**config.mk**
```make
export PLATFORM = sky130hd
export DESIGN_NAME = i8088_bus_sequencer
export DESIGN_NICKNAME = d
export VERILOG_FILES = /design/src/rtl/i8088_bus_sequencer.sv
export SDC_FILE = /design/constraint.sdc
export NUM_CORES = 1
export LEC_CHECK = 0
export BUFFER_PORTS_ARGS = -buffer_cell sky130_fd_sc_hd__buf_4
export CORE_MARGIN = 10
export CORE_UTILIZATION = 59
export CTS_BUF_LIST = sky130_fd_sc_hd__clkbuf_8
export DETAILED_ROUTE_END_ITERATION = 10
export PLACE_DENSITY = 0.88
export SETUP_SLACK_MARGIN = 0.15
export SYNTH_ARGS = -nofsm -noshare
export SYNTH_HDL_FRONTEND = slang
export SYNTH_SLANG_ARGS = --single-unit
```
**constraint.sdc**
```tcl
create_clock -name AXI_CLK -period 4.5 [get_ports AXI_CLK]
set_clock_uncertainty 0.05 [all_clocks]
set_input_delay 0.45 -clock AXI_CLK [delete_from_list [all_inputs] [get_ports AXI_CLK]]
set_output_delay 0.45 -clock AXI_CLK [all_outputs]
set_load 0.05 [all_outputs]
```
**src/rtl/i8088_bus_sequencer.sv**
```systemverilog
`timescale 1ns/1ps
// i8088_bus_sequencer
//   Runs every 8088 bus cycle in the AXI_CLK domain. The asynchronous CPU
//   strobes are synchronised, the multiplexed address is latched on the
//   falling edge of ALE, READY stretches the CPU cycle until the single
//   memory/IO transaction on the request port completes, and the block owns
//   the AD7..0 output enable and the external buffer direction.
//
// Ports
//   AXI_CLK, RESET          clock, asynchronous active-high reset
//   A_19_8, AD_in           address/data pins (sampled)
//   AD_out, AD_enout        AD7..0 drive value and output enable
//   nRD, nWR, IO_nM, ALE    asynchronous CPU strobes
//   READY                   0 stretches the CPU cycle
//   dbus_DIR                external buffer direction, 1 = FPGA drives CPU
//   mem_req .. mem_wdata    request port towards the bridge
//   mem_ack, mem_rdata      one-cycle acknowledge with read data
//   bus_err                 one-cycle pulse on timeout or strobe conflict
//
// SYNC_STAGES must be >= 2, WR_SETTLE must be >= 1.
module i8088_bus_sequencer #(
    parameter int unsigned SYNC_STAGES    = 2,
    parameter int unsigned WR_SETTLE      = 3,
    parameter int unsigned TIMEOUT_CYCLES = 1024
) (
    input  logic        AXI_CLK,
    input  logic        RESET,
    input  logic [11:0] A_19_8,
    input  logic [7:0]  AD_in,
    output logic [7:0]  AD_out,
    output logic        AD_enout,
    input  logic        nRD,
    input  logic        nWR,
    input  logic        IO_nM,
    input  logic        ALE,
    output logic        READY,
    output logic        dbus_DIR,
    output logic        mem_req,
    output logic        mem_we,
    output logic        mem_io,
    output logic [19:0] mem_addr,
    output logic [7:0]  mem_wdata,
    input  logic        mem_ack,
    input  logic [7:0]  mem_rdata,
    output logic        bus_err
);

    localparam int unsigned TO_W = $clog2(TIMEOUT_CYCLES + 1);
    localparam int unsigned WS_W = $clog2(WR_SETTLE + 2);

    typedef enum logic [2:0] {
        S_IDLE,
        S_ADDR,
        S_WR_SETTLE,
        S_RD_REQ,
        S_WR_REQ,
        S_RELEASE
    } state_t;

    state_t state;

    logic [SYNC_STAGES-1:0] ale_sr;
    logic [SYNC_STAGES-1:0] nrd_sr;
    logic [SYNC_STAGES-1:0] nwr_sr;
    logic [SYNC_STAGES-1:0] io_sr;
    logic                   ale_q;

    logic ale_s;
    logic nrd_s;
    logic nwr_s;
    logic io_s;

    logic [TO_W-1:0] to_cnt;
    logic [WS_W-1:0] settle_cnt;

    assign ale_s = ale_sr[SYNC_STAGES-1];
    assign nrd_s = nrd_sr[SYNC_STAGES-1];
    assign nwr_s = nwr_sr[SYNC_STAGES-1];
    assign io_s  = io_sr[SYNC_STAGES-1];

    // Strobe synchronisers; the active-low strobes reset to their idle level
    // so that leaving reset never looks like a CPU access.
    always_ff @(posedge AXI_CLK or posedge RESET) begin
        if (RESET) begin
            ale_sr <= '0;
            nrd_sr <= '1;
            nwr_sr <= '1;
            io_sr  <= '0;
            ale_q  <= 1'b0;
        end else begin
            ale_sr <= {ale_sr[SYNC_STAGES-2:0], ALE};
            nrd_sr <= {nrd_sr[SYNC_STAGES-2:0], nRD};
            nwr_sr <= {nwr_sr[SYNC_STAGES-2:0], nWR};
            io_sr  <= {io_sr[SYNC_STAGES-2:0], IO_nM};
            ale_q  <= ale_s;
        end
    end

    always_ff @(posedge AXI_CLK or posedge RESET) begin
        if (RESET) begin
            state      <= S_IDLE;
            READY      <= 1'b1;
            AD_enout   <= 1'b0;
            dbus_DIR   <= 1'b0;
            AD_out     <= '0;
            mem_req    <= 1'b0;
            mem_we     <= 1'b0;
            mem_io     <= 1'b0;
            mem_addr   <= '0;
            mem_wdata  <= '0;
            bus_err    <= 1'b0;
            to_cnt     <= '0;
            settle_cnt <= '0;
        end else begin
            bus_err <= 1'b0;
            case (state)
                S_IDLE: begin
                    if (ale_s) begin
                        READY <= 1'b0;
                    end
                    if (ale_q && !ale_s) begin
                        mem_addr <= {A_19_8, AD_in};
                        mem_io   <= io_s;
                        state    <= S_ADDR;
                    end
                end

                S_ADDR: begin
                    if (!nrd_s && !nwr_s) begin
                        bus_err <= 1'b1;
                        READY   <= 1'b1;
                        state   <= S_RELEASE;
                    end else if (!nrd_s) begin
                        mem_req <= 1'b1;
                        mem_we  <= 1'b0;
                        to_cnt  <= '0;
                        state   <= S_RD_REQ;
                    end else if (!nwr_s) begin
                        settle_cnt <= '0;
                        state      <= S_WR_SETTLE;
                    end
                end

                S_WR_SETTLE: begin
                    if (settle_cnt == WS_W'(WR_SETTLE - 1)) begin
                        mem_wdata <= AD_in;
                        mem_we    <= 1'b1;
                        mem_req   <= 1'b1;
                        to_cnt    <= '0;
                        state     <= S_WR_REQ;
                    end else begin
                        settle_cnt <= settle_cnt + WS_W'(1);
                    end
                end

                // Ack is tested before the timeout so a simultaneous ack wins.
                S_RD_REQ: begin
                    if (mem_ack) begin
                        mem_req  <= 1'b0;
                        AD_out   <= mem_rdata;
                        AD_enout <= 1'b1;
                        dbus_DIR <= 1'b1;
                        READY    <= 1'b1;
                        state    <= S_RELEASE;
                    end else if (to_cnt == TO_W'(TIMEOUT_CYCLES - 1)) begin
                        mem_req  <= 1'b0;
                        bus_err  <= 1'b1;
                        AD_out   <= 8'hFF;
                        AD_enout <= 1'b1;
                        dbus_DIR <= 1'b1;
                        READY    <= 1'b1;
                        state    <= S_RELEASE;
                    end else begin
                        to_cnt <= to_cnt + TO_W'(1);
                    end
                end

                S_WR_REQ: begin
                    if (mem_ack) begin
                        mem_req <= 1'b0;
                        READY   <= 1'b1;
                        state   <= S_RELEASE;
                    end else if (to_cnt == TO_W'(TIMEOUT_CYCLES - 1)) begin
                        mem_req <= 1'b0;
                        bus_err <= 1'b1;
                        READY   <= 1'b1;
                        state   <= S_RELEASE;
                    end else begin
                        to_cnt <= to_cnt + TO_W'(1);
                    end
                end

                S_RELEASE: begin
                    if (nrd_s && nwr_s) begin
                        AD_enout <= 1'b0;
                        dbus_DIR <= 1'b0;
                        state    <= S_IDLE;
                    end
                end

                default: state <= S_IDLE;
            endcase
        end
    end

endmodule
```
; ---- Yosys cells after proc, flatten, opt, wreduce, memory -nomap -nowiden
; Cells that the tools add are included.
[totals]
output_inout_bits = 43
elab_cells = 106
input_bits = 35
register_bits = 68
[classes]
n_reduce_logical = 23
addsub = 2
eq_ne = 22
muxes = 42
[ops]
columns = operator, n
row1 = $mux 11, 5
row2 = $mux 3, 12
row3 = $pmux 11 s3, 1
row4 = $ne 2x2->1 const B, 12
row5 = $mux 8, 2
row6 = $mux 1, 15
row7 = $pmux 3 s5, 1
row8 = $reduce_and 5->1, 3
row9 = $add 11x1->11 const B, 1
row10 = $eq 11x10->1 const B, 1
row11 = $eq 3x2->1 const B, 3
row12 = $reduce_and 4->1, 2
row13 = $eq 3x3->1 const B, 2
row14 = $pmux 1 s2, 3
row15 = $pmux 1 s3, 2
row16 = $pmux 3 s2, 1
row17 = $reduce_and 2->1, 3
row18 = $reduce_and 6->1, 1
row19 = $reduce_bool 2->1, 3
row20 = $reduce_bool 3->1, 2
row21 = $ne 4x4->1 const B, 1
row22 = $add 3x1->3 const B, 1
row23 = $eq 3x1->1 const B, 1
row24 = $logic_and 1x1->1, 3
row25 = other kinds (6), 8

; ---- Logic depth before layout (Yosys ltp)
[depth]
word_depth = 4
ltp_mapped = 8
mapped_depth_nobuf = 7

; ---- Worst setup path after synthesis
; Ideal clock, no wire load.
[synth_timing]
path_kind = flip-flop to flip-flop
startpoint = reg to_cnt[0]
endpoint = reg state[2]
period_less_slack_ps = 1729
path_stages_with_launch = 6
t_arrival_ps = 1553
slack_ps = 2771
setup_time_ps = 126
n_path_buf = 0
t_required_ps = 4324
path_cell_list = dfrtp_1 -> ha_1 -> and3_1 -> a31oi_4 -> nand2_2 -> a221o_1
[synth_via]
elab_chain_len = 3
[synth_rtl]
columns = element, line_no
row1 = start: declaration, 73  ; logic [TO_W-1:0] to_cnt;
row2 = start signal: assignment, 174  ; to_cnt <= to_cnt + TO_W'(1);
row3 = start signal: assignment, 189  ; to_cnt <= to_cnt + TO_W'(1);
row4 = $eq 11x10->1, "165, 183"
row5 = $ne 3x1->1 (no source line), --
row6 = $reduce_and 5->1 (no source line), --
row7 = end signal: assignment, 164  ; state <= S_RELEASE;
row8 = end signal: assignment, 182  ; state <= S_RELEASE;
row9 = end signal: assignment, 187  ; state <= S_RELEASE;
row10 = end: declaration, 60  ; state_t state;
; No other way between the ends.
; A chain may end at the register's enable or synchronous reset.

; ---- Final worst setup path
[layout_timing]
startpoint = reg state[2]
endpoint = reg state[0]
[layout_via]
elab_chain_len = 4
word_cells_on_any_way = 14
classes_between = eq/ne: 10 / mux: 1 / reduce/logical: 3
[layout_rtl]
columns = element, line_no
row1 = start signal: assignment, 101  ; state <= S_IDLE;
row2 = start signal: assignment, 124  ; state <= S_ADDR;
row3 = start signal: assignment, 132  ; state <= S_RELEASE;
row4 = $eq 3x3->1 or $eq 3x2->1 (tied branches), 116  ; case (state)
row5 = $reduce_or 2->1 (no source line), --
row6 = $ne 3x1->1 (no source line), --
row7 = $reduce_and 5->1 (no source line), --
; Parallel ways exist; a longest one is shown, timed or not.

==> metrics.txt <==
Layout Area Growth over Synthesis 26.1%; Port Buffers 77; # H-tree levels 3; global-route wire length before repair 13000 um; Leak Pwr 1.73 nW; leading area contributor after synthesis dfrtp_1; routability congestion estimate 0.896; slew margin rel. 27.3%; IO Count 78; Post-CTS Resized 0; pre-CTS setup slack 2.17 ns; Post-Syn Instances 247; Tcrit/Tclk final 52.4%; area of the multi-input gates 0.00119 mm2; total number of vias 2282; initial drt markers 212; CP max-delay cell dfrtp_1; register area 0.00171 mm2; Clk Latency, worst-skew pair 0.35 ns; root buffer cell clkbuf_8; Worst EP arrival 2.52 ns; Final Hold Fails 0; worst setup margin 2.14 ns; WL final 7850 um; maxcap violations 0; EDFF count, synth 0; top cells by area, synth dfrtp_1 53%, mux2_2 11%, dfstp_2 4.4%; Max Root-Sink Buffers 2; CTS tree built; Yosys cell types 53; Crit Path Category reg2reg; vias per cell 5.76; setup TNS 0 ns; Netlist Area Pre-Place 0.00300 mm2; # fillers 294; Worst EP required 4.66 ns; syn_nets 285; DP Area 0.00360 mm2; count of final setup violators 0; f_max 424 MHz; post-synth top area share 52.6%; Core Region 0.00482 mm2; CP peak stage delay 0.74 ns; Site Rows 25; vias in the first global route 2460; Routed Antenna Nets 0; initial antenna violation count 0; Synth warnings 0; Worst IR Drop VDD 608 uV; Finished Layout Cells 396; antenna diode count 0; Starting Density 62.2%; DRC 0; Crit Path Max Fanout 19; Seq/Total Area, Yosys 57.0%; final net count 363; TritonCTS Buffers 9; RSZ-0062 raised after global routing false; crit path cell chain nor2b_2, a22oi_1, and2b_1, o21ai_1, o211ai_1; Worst-path clk slew 0.08 ns; Final Cell Area 0.00378 mm2; detailed-placement wirelength estimate 5360 um; DR WL/cell 19.8 um; Syn Area/Cell 12.1 um2; CP Launch Type register; Initial DRT Pass Iterations 4; worst hold path type in2reg; Synth Flop Type dfrtp_1; Total GRT Usage 19.6%; Period minus WS final 2.36 ns; CTS sink cnt 68; die footprint 0.00833 mm2; Worst Setup End Kind register; power per cell area 726 mW/mm2; postcts setup bufs 0; Least-Margin Pin Slew 1.09 ns; share of cells above drive strength 1 41.9%; #FFs+latches synth 68; DIE WIDTH 91.3 um; Pins Over Slew Limit 0; outcome finished, final reports clean; Die H 91.3 um; maximum number of pins on one net before global-route repair 69; Cells after DPL 381; Async SR Flop Fraction 100%; Hold-fix buffers, CTS 0; GR Overflow Total 0
where the power goes:
group          internal, W  switching (W)  leakage [nW]
clock             0.000249       0.000234        0.0977
sequential        0.000792       0.000168         0.827
combinational     0.000433       0.000871         0.805
worst max-delay path: cells and delay by family, from the launching register on:
kind	cells	cell delay, ns
AOI/OAI and AO/OA	3	0.97
DFF	1	0.74
and+or+nand+nor	2	0.47
logic make-up (layout without fill, tap and decap cells):
| group | Yosys count | count (layout) | share of synthesized area, % |
|---|---|---|---|
| flip-flops | 68 | 68 | 57.0 |
| buffers and inverters | 18 | 100 | 3.26 |
| multiplexers | 30 | 30 | 11.2 |
| AND/OR/NAND/NOR | 62 | 62 | 12.1 |
| adder cells (fa/ha/maj) | 3 | 3 | 1.25 |
| AO/OA/AOI/OAI | 65 | 65 | 14.9 |
| XOR/XNOR | 1 | 1 | 0.292 |
layout by cell type, fill, tap and decap left out, types with 4 or more instances in the layout:
cell type  instances
o21ai_0           17
nor2b_1            5
o22a_1             8
nor2_1             5
inv_1              7
a31oi_1            6
buf_4             78
o211ai_1           4
clkbuf_8           9
o21ai_1            7
nand2_1           18
mux2_2            29
nand3_1            7
dfstp_2            5
dfrtp_1           63
a21oi_1            7
nand4_1            4
flip-flops by register name, indices dropped and copies added, names as in the netlist, 2 cells and up:
register,flops
AD_out,8
settle_cnt,3
state,3
nrd_sr,2
ale_sr,2
mem_addr,20
mem_wdata,8
nwr_sr,2
io_sr,2
to_cnt,11
cell usage after synthesis, drive strengths merged (2+ instances only):
master,n
dfrtp,63
mux2,29
o21ai,24
nand2,20
buf,11
nand3,8
nor2,8
o22a,8
a21oi,7
a31oi,7
inv,7
nor2b,6
dfstp,5
nand4,4
o211ai,4
ha,3
o41ai,3
a21o,2
nor3b,2
o31ai,2
or3,2
routing by layer:
metal	wire length [um]	share of wire, %	vias to the layer above	GRT usage (%)
li1	-	-	1062	-
met1	3080	39	1113	22.0
met2	3780	48	93	31.6
met3	811	10	14	9.30
met4	180	2.3	0	7.70
met5	0	0	-	0
final cells by class:
type,instances,share of cell area (%)
flip-flops and latches,68,45.2
multi-input cells,161,31.6
repair buffers,78,15.5
clock buffers,9,3.28
well taps,67,2.22
clock inverters,6,1.56
inverters,7,0.695
worst paths after layout:
check	from	to	slack, ns	depth (start not counted)
worst max-delay path	state[2]$_DFFE_PP0P_	state[0]$_DFFE_PP0P_	2.14	5
worst min-delay path	IO_nM	io_sr[0]$_DFF_PP0_	0.16	1
worst max register to register	state[2]$_DFFE_PP0P_	state[0]$_DFFE_PP0P_	2.14	5
worst min register to register	nrd_sr[0]$_DFF_PP1_	nrd_sr[1]$_DFF_PP1_	0.31	0
max in group asynchronous	RESET	state[2]$_DFFE_PP0P_	3.56	3
min in group asynchronous	RESET	mem_wdata[3]$_DFFE_PP0P_	0.30	3
per-stage QoR:
step,total power [W],hold WS (ns),util [%]
2_1_floorplan,0.00187,0.281,-
3_3_place_gp,0.00222,0.281,74.7
3_5_place_dp,0.00226,0.298,74.7
4_1_cts,0.00276,0.152,78.5
5_1_grt,0.00288,0.144,78.5
6_report,0.00275,0.162,78.5
No activity file was read; power rests on OpenSTA's default activity.
